[src/rtl/stack_ctrl.sv]
// Instruction sequencer for the bit-sliced operand stack: accepts one opcode per handshake,
// checks it against the tracked depth and drives registered push/pop/swap/clear controls.
module stack_ctrl #(
    parameter int WIDTH = 4,
    parameter int DEPTH = 8
) (
    input  logic                       clk,
    input  logic                       rst,
    input  logic                       op_valid,
    output logic                       op_ready,
    input  logic [2:0]                 op,
    input  logic [WIDTH-1:0]           imm,
    input  logic [WIDTH-1:0]           tos,
    input  logic [WIDTH-1:0]           nos,
    output logic [WIDTH-1:0]           stk_d,
    output logic                       stk_en,
    output logic                       stk_dir,
    output logic                       stk_swp,
    output logic                       stk_clr,
    output logic [WIDTH-1:0]           result,
    output logic [$clog2(DEPTH+1)-1:0] depth,
    output logic                       err,
    output logic                       done
);
    localparam int DW = $clog2(DEPTH + 1);

    localparam logic [2:0] OP_NOP   = 3'b000;
    localparam logic [2:0] OP_PUSH  = 3'b001;
    localparam logic [2:0] OP_POP   = 3'b010;
    localparam logic [2:0] OP_SWAP  = 3'b011;
    localparam logic [2:0] OP_ADD   = 3'b100;
    localparam logic [2:0] OP_SUB   = 3'b101;
    localparam logic [2:0] OP_DUP   = 3'b110;
    localparam logic [2:0] OP_CLEAR = 3'b111;

    typedef enum logic [2:0] {
        IDLE = 3'd0,
        EXEC = 3'd1,
        POP1 = 3'd2,
        POP2 = 3'd3,
        PUSH = 3'd4
    } state_t;

    state_t         state_r;
    logic           legal_s;
    logic           has_room_s;
    logic           has_one_s;
    logic           has_two_s;
    logic [WIDTH-1:0] sum_s;
    logic [WIDTH-1:0] diff_s;

    // Legality of the presented opcode against the current depth
    always_comb begin
        has_room_s = (depth < DW'(DEPTH));
        has_one_s  = (depth != {DW{1'b0}});
        has_two_s  = (depth >= DW'(2));
        sum_s      = nos + tos;
        diff_s     = nos - tos;
        legal_s    = 1'b1;
        case (op)
            OP_PUSH:                legal_s = has_room_s;
            OP_POP:                 legal_s = has_one_s;
            OP_DUP:                 legal_s = has_room_s && has_one_s;
            OP_SWAP, OP_ADD, OP_SUB: legal_s = has_two_s;
            default:                legal_s = 1'b1;
        endcase
    end

    // Sequencer state, registered stack controls, depth/err tracking and result hold
    always_ff @(posedge clk or posedge rst) begin
        if (rst) begin
            state_r  <= IDLE;
            op_ready <= 1'b1;
            stk_d    <= {WIDTH{1'b0}};
            stk_en   <= 1'b0;
            stk_dir  <= 1'b0;
            stk_swp  <= 1'b0;
            stk_clr  <= 1'b0;
            result   <= {WIDTH{1'b0}};
            depth    <= {DW{1'b0}};
            err      <= 1'b0;
            done     <= 1'b0;
        end else begin
            stk_d   <= {WIDTH{1'b0}};
            stk_en  <= 1'b0;
            stk_dir <= 1'b0;
            stk_swp <= 1'b0;
            stk_clr <= 1'b0;
            done    <= 1'b0;

            // depth follows the stack action that commits at this edge
            if (stk_clr) begin
                depth <= {DW{1'b0}};
                err   <= 1'b0;
            end else if (stk_en) begin
                depth <= stk_dir ? (depth + DW'(1)) : (depth - DW'(1));
            end

            case (state_r)
                IDLE: begin
                    if (op_valid) begin
                        op_ready <= 1'b0;
                        state_r  <= EXEC;
                        done     <= 1'b1;
                        if (!legal_s) begin
                            err <= 1'b1;
                        end else begin
                            case (op)
                                OP_PUSH: begin
                                    stk_en  <= 1'b1;
                                    stk_dir <= 1'b1;
                                    stk_d   <= imm;
                                end
                                OP_DUP: begin
                                    stk_en  <= 1'b1;
                                    stk_dir <= 1'b1;
                                    stk_d   <= tos;
                                end
                                OP_POP:   stk_en  <= 1'b1;
                                OP_SWAP:  stk_swp <= 1'b1;
                                OP_CLEAR: stk_clr <= 1'b1;
                                OP_ADD, OP_SUB: begin
                                    result  <= (op == OP_ADD) ? sum_s : diff_s;
                                    state_r <= POP1;
                                    stk_en  <= 1'b1;
                                    done    <= 1'b0;
                                end
                                default: stk_en <= 1'b0;
                            endcase
                        end
                    end
                end
                EXEC: begin
                    state_r  <= IDLE;
                    op_ready <= 1'b1;
                end
                POP1: begin
                    state_r <= POP2;
                    stk_en  <= 1'b1;
                end
                POP2: begin
                    state_r <= PUSH;
                    stk_en  <= 1'b1;
                    stk_dir <= 1'b1;
                    stk_d   <= result;
                    done    <= 1'b1;
                end
                PUSH: begin
                    state_r  <= IDLE;
                    op_ready <= 1'b1;
                end
                default: begin
                    state_r  <= IDLE;
                    op_ready <= 1'b1;
                end
            endcase
        end
    end
endmodule

[config.mk]
export PLATFORM = sky130hd
export DESIGN_NAME = stack_ctrl
export DESIGN_NICKNAME = d
export VERILOG_FILES = /design/src/rtl/stack_ctrl.sv
export SDC_FILE = /design/constraint.sdc
export NUM_CORES = 1
export LEC_CHECK = 0
export CORE_ASPECT_RATIO = 1.4
export CORE_UTILIZATION = 30
export DETAILED_ROUTE_END_ITERATION = 8
export PLACE_DENSITY_LB_ADDON = 0.3
export REMOVE_ABC_BUFFERS = 1
export SYNTH_ARGS = -nofsm -noshare
export SYNTH_HDL_FRONTEND = slang
export SYNTH_SLANG_ARGS = --single-unit
[constraint.sdc]
create_clock -name clk -period 2.1 [get_ports clk]
set_clock_uncertainty 0.15 [all_clocks]
set_input_delay 0.63 -clock clk [delete_from_list [all_inputs] [get_ports clk]]
set_output_delay 0.63 -clock clk [all_outputs]
set_load 0.02 [all_outputs]
Word level (Yosys, flattened, before mapping) --
Index checks and enable logic that the tools add are counted.
Word-level totals: output and inout bits 19, bits of input ports 18, latch bits 0, memory bits (read-only) 0, memories 0, register bits after elaboration 22, bits in writable memories 0
Cells by class: divide/modulo/power cells 0, $lt $le $gt $ge 2, reductions and logical operators 11, equality and inequality tests 10, shifts and indexed selects 0, bitwise logic cells 1, $mul 0, add/subtract/negate cells 4, multiplexer cells 39
Operators by type and width (count):
- $mux 4 | 6
- $mux 1 | 22
- $pmux 4 s2 | 2
- $eq 3x2->1 const B | 4
- $eq 3x3->1 const B | 4
- $pmux 3 s3 | 1
- $pmux 1 s2 | 4
- $reduce_or 2->1 | 3
- $reduce_or 5->1 | 1
- $add 4x1->4 const B | 1
- $add 4x4->4 | 1
- $ge 4x2->1 const B | 1
- $lt 4x4->1 const B | 1
- $mux 2 | 2
- $pmux 1 s4 | 1
- $reduce_and 4->1 | 1
- $reduce_bool 4->1 | 1
- $sub 4x1->4 const B | 1
- $sub 4x4->4 | 1
- $eq 3x1->1 const B | 1
- $logic_not 3->1 | 1
- $mux 3 | 1
- $reduce_or 3->1 | 1
- $ne 2x2->1 const B | 1
- other kinds (4) | 4

Depth between registers and ports, before layout --
depth after elaboration 6, gate-level depth with buffers 8

Least setup slack after synthesis --
OpenSTA, ideal clock, no wires.
path type input to register, from in op[2], to reg result[3], stages on the path 8, arrival time 2.379 ns, setup time 0.125 ns, slack -0.554 ns, cells stage by stage buf_6 > nor3b_2 > mux2_1 > ha_1 > a21o_1 > a21oi_1 > xnor3_1 > mux2_2
On the way: cells in the longest elaborated chain, start to end 4, elaborated cells between the ends (all ways) 11
RTL lines:
- start: declaration | RTL line 11 | input logic [2:0] op,
- $eq 3x3->1 (tied with other cells) | RTL line 60, 108, 123
- $reduce_or 3->1 | RTL line 60 | case (op)
- $pmux 1 s4 | RTL line 60
- $reduce_and 4->1 (no source line)
- end signal: assignment | RTL line 79 | result <= {WIDTH{1'b0}};
- end signal: assignment | RTL line 123 | result <= (op == OP_ADD) ? sum_s : diff_s;
- end: declaration | RTL line 20 | output logic [WIDTH-1:0] result,
Several ways; a longest one is shown, not always the timed one. A chain may end at the register's enable or synchronous reset.

Final worst setup path --
from in op[0], to reg result[3]
Same word-level chain as after synthesis.

==> metrics.csv <==
stage,metric,value,unit
critical_path,CP Cell Sequence,"buf_6, nor3b_4, mux2_4, ha_4, a21o_1, a21oi_2, xnor3_1, mux2_4",
timing,period utilisation layout,108,%
cts,CTS Buf Count,3,
cts,CTS Sinks,22,
global_routing,largest net degree at the start of global routing,15,
status,run status,finished with violations,
routing,Remaining DRCs,0,
routing,Antenna Nets Post-Route,0,
layout,ANT cells,0,
global_routing,gr ovfl total,0,
place,Port Buf Inserts,36,
timing,fmax,0.440,GHz
floorplanning,die area,0.00468,mm²
routing,DRT Pass-1 Iters,6,
layout,Filler cells,407,
synthesis,Syn Inst Count,122,
layout,fin nets,208,
layout,Multi-input gate area,746,µm²
critical_path,Startpoint Class,input port,
timing,worst slew pin tran,0.371,ns
routing,Routed Wire Length,3.10,mm
place,final estimated routing congestion in global placement,0.816,
timing,final count of negative-setup-slack endpoints,7,
place,Placed Area,0.00190,mm²
critical_path,critical path type,in2reg,
synthesis,Compound-Gate Fraction of Synth Area,14.9,%
synthesis,sequential area share after synthesis,41.7,%
timing,fin. max-slew vios,0,
power,power density cells,1140,mW/mm²
synthesis,main combinational cell family by area after synthesis,simple AND/OR/NAND/NOR gates,
critical_path,Worst EP arrival,2.28,ns
critical_path,Crit. End Element,register,
global_routing,global-route wire length before repair,5.41,mm
cts,Max Root-Sink Buffers,2,
synthesis,Mapped Area,0.00132,mm²
critical_path,crit-path max FO,2,
global_routing,vias in the first global route,1222,
timing,"Min Clock Period, post-route",2.27,ns
cts,clock-pin transition on the worst setup and hold timing paths,0.08,ns
timing,setup slack after layout,-0.173,ns
global_routing,initial antenna violation count,0,
place,dpl hpwl,2.48,mm
synthesis,post-synthesis simple-gate area fraction,17.6,%
floorplanning,Initial Util,31.2,%
synthesis,post-synthesis adder-cell area fraction,8.70,%
synthesis,portion of netlist area occupied by mux cells,7.38,%
floorplanning,# IOs,37,
power,Peak VDD IR,0.000545,V
layout,"Area growth, synth to finish",52.7,%
routing,Detailed Route Iter0 Violations,63,
timing,RSZ-0062 raised after global routing,yes,
floorplanning,die width,58.1,µm
cts,clk_lat worst skew,0.26,ns
layout,sequential cell area,552,µm²
cts,CTS Hold Bufs,0,
layout,Final Instance Area,0.00202,mm²
cts,Root Driver,clkbuf_8,
synthesis,ys flop type,dfrtp_1,
critical_path,Required @ worst endpoint,2.11,ns
critical_path,"Slowest-stage cell, CP",mux2_4,
floorplanning,die height,80.6,µm
status,failing checks,setup timing,
critical_path,slowest cell delay on critical path,0.35,ns
cts,H-tree Lvls,1,
flow_run,max-cap violations,0,
critical_path,CP most frequent cell,mux2_4,
synthesis,Synth cell types,42,
synthesis,number of synthesized flops with an enable pin,0,
worst_hold_path,Worst Hold Class,reg2reg,
routing,via count,1119,
synthesis,Post-Synth XOR/XNOR Area,5.01,%
layout,layout cells sized above 1,27.1,%
timing,Max-slew headroom,75.3,%
power,Overall Power,2.29,mW
routing,routed vias/inst,4.64,
synthesis,"Avg Cell Area, Syn",10.8,µm²
synthesis,"FFs w/ async S/R, synth",100,%
synthesis,Yosys reg bits,22,
floorplanning,FP Rows,28,
synthesis,YS warnings,0,
cts,CTS tree,built,
power,Pleak,0.924,nW
timing,Final Hold Fails,0,
routing,routed len/inst,12.9,µm
floorplanning,core region area,0.00424,mm²
global_routing,gr usage total,15.1,%
power by group:
part	internal, mW	leakage (nW)	switching, mW
registers	0.587	0.279	0.152
logic	0.599	0.609	0.560
clock network	0.254	0.0357	0.140
total	1.44	0.924	0.852
cells by family (layout without fill, tap and decap cells):
| group | after synthesis | count (layout) |
|---|---|---|
| simple gates | 38 | 38 |
| compound gates | 27 | 27 |
| flops | 22 | 22 |
| buf+inv | 12 | 71 |
| mux | 9 | 9 |
| fa+ha+maj | 8 | 8 |
| xor+xnor | 6 | 6 |
sequential cells by signal, indices dropped and copies added, names as in the netlist:
signal	cells
stk_dir	1
err	1
stk_en	1
stk_d	4
op_ready	1
depth	4
state_r	3
stk_clr	1
result	4
done	1
stk_swp	1
area by class of cell:
type	count	share of cell area (%)
Multi-Input combinational cell	88	36.9
Sequential cell	22	27.3
Timing Repair Buffer	59	27.0
Tap cell	60	3.72
Clock buffer	3	2.04
Clock inverter	1	1.49
Inverter	8	1.49
cells in the mapped netlist (4+ instances only):
cell / number / area (µm²)
inv_1: 8 / 30.0
nor3_1: 6 / 30.0
a21oi_1: 4 / 20.0
a22oi_1: 4 / 30.0
nand2_1: 9 / 33.8
ha_1: 6 / 75.1
mux2_1: 5 / 56.3
o31ai_1: 4 / 30.0
nor2_1: 7 / 26.3
dfrtp_1: 21 / 526
layout by cell type (no fill, tap or decap), types with 3 or more instances in the layout:
cell type and instances:
a21o_1 3, a21oi_1 3, a22oi_1 4, buf_4 22
buf_6 3, clkbuf_8 3, clkdlybuf4s50_1 25, dfrtp_1 21
dlygate4sd2_1 5, ha_1 5, inv_1 6, mux2_1 3
mux2_4 3, mux2i_1 3, nand2_1 9, nor2_1 7
nor2b_1 3, nor3_1 6, o21ai_1 3, o31ai_1 4
xor2_1 3
final timing paths:
kind	start	end	slack (ns)	cells after the start
setup reg to reg	stk_dir$_DFF_PP0_	depth[3]$_DFFE_PP0P_	0.14	6
max in group asynchronous	rst	stk_dir$_DFF_PP0_	0.91	3
hold reg to reg	state_r[0]$_DFFE_PP0P_	state_r[1]$_DFFE_PP0P_	0.38	1
min in group asynchronous	rst	state_r[0]$_DFFE_PP0P_	0.50	2
setup / recovery	op[0]	result[3]$_DFFE_PP0P_	-0.17	8
hold / removal	state_r[0]$_DFFE_PP0P_	state_r[1]$_DFFE_PP0P_	0.38	1
critical path: cells and delay by family:
family          cells  cell delay [ns]
simple gates        1             0.22
fa+ha+maj           1             0.21
compound gates      2             0.30
xor+xnor            1             0.22
mux                 2             0.61
buf+inv             1             0.10
routing by layer:
metal  share of wire [%]  up-vias  global-route usage, %
met1                  41      530                   17.0
met5                   0        -                      0
met3                 4.5        4                   2.58
met2                  54       34                   28.0
li1                    -      551                      -
met4                 1.0        0                   5.00
per-stage QoR:
stage          setup WS, ns  std cells  TNS [ns]  hold slack (ns)  util (%)
4_1_cts              -0.202        241    -0.710            0.386      47.6
3_3_place_gp         -0.963        236     -5.48            0.351      44.9
3_5_place_dp          -1.05        236     -5.88            0.373      44.9
6_report             -0.173        241    -0.606            0.379      47.6
2_1_floorplan        -0.458        118    -0.893            0.336         -
5_1_grt              -0.258        241     -1.14            0.415      47.6
repair_timing:
action / 4_1_cts / 5_1_grt
pin swaps: 6 / 5
endpoints found under the setup margin: 14 / 10
resized for setup: 41 / 1
setup buffers: 1 / 1
Power figures use the tool's default switching activity.
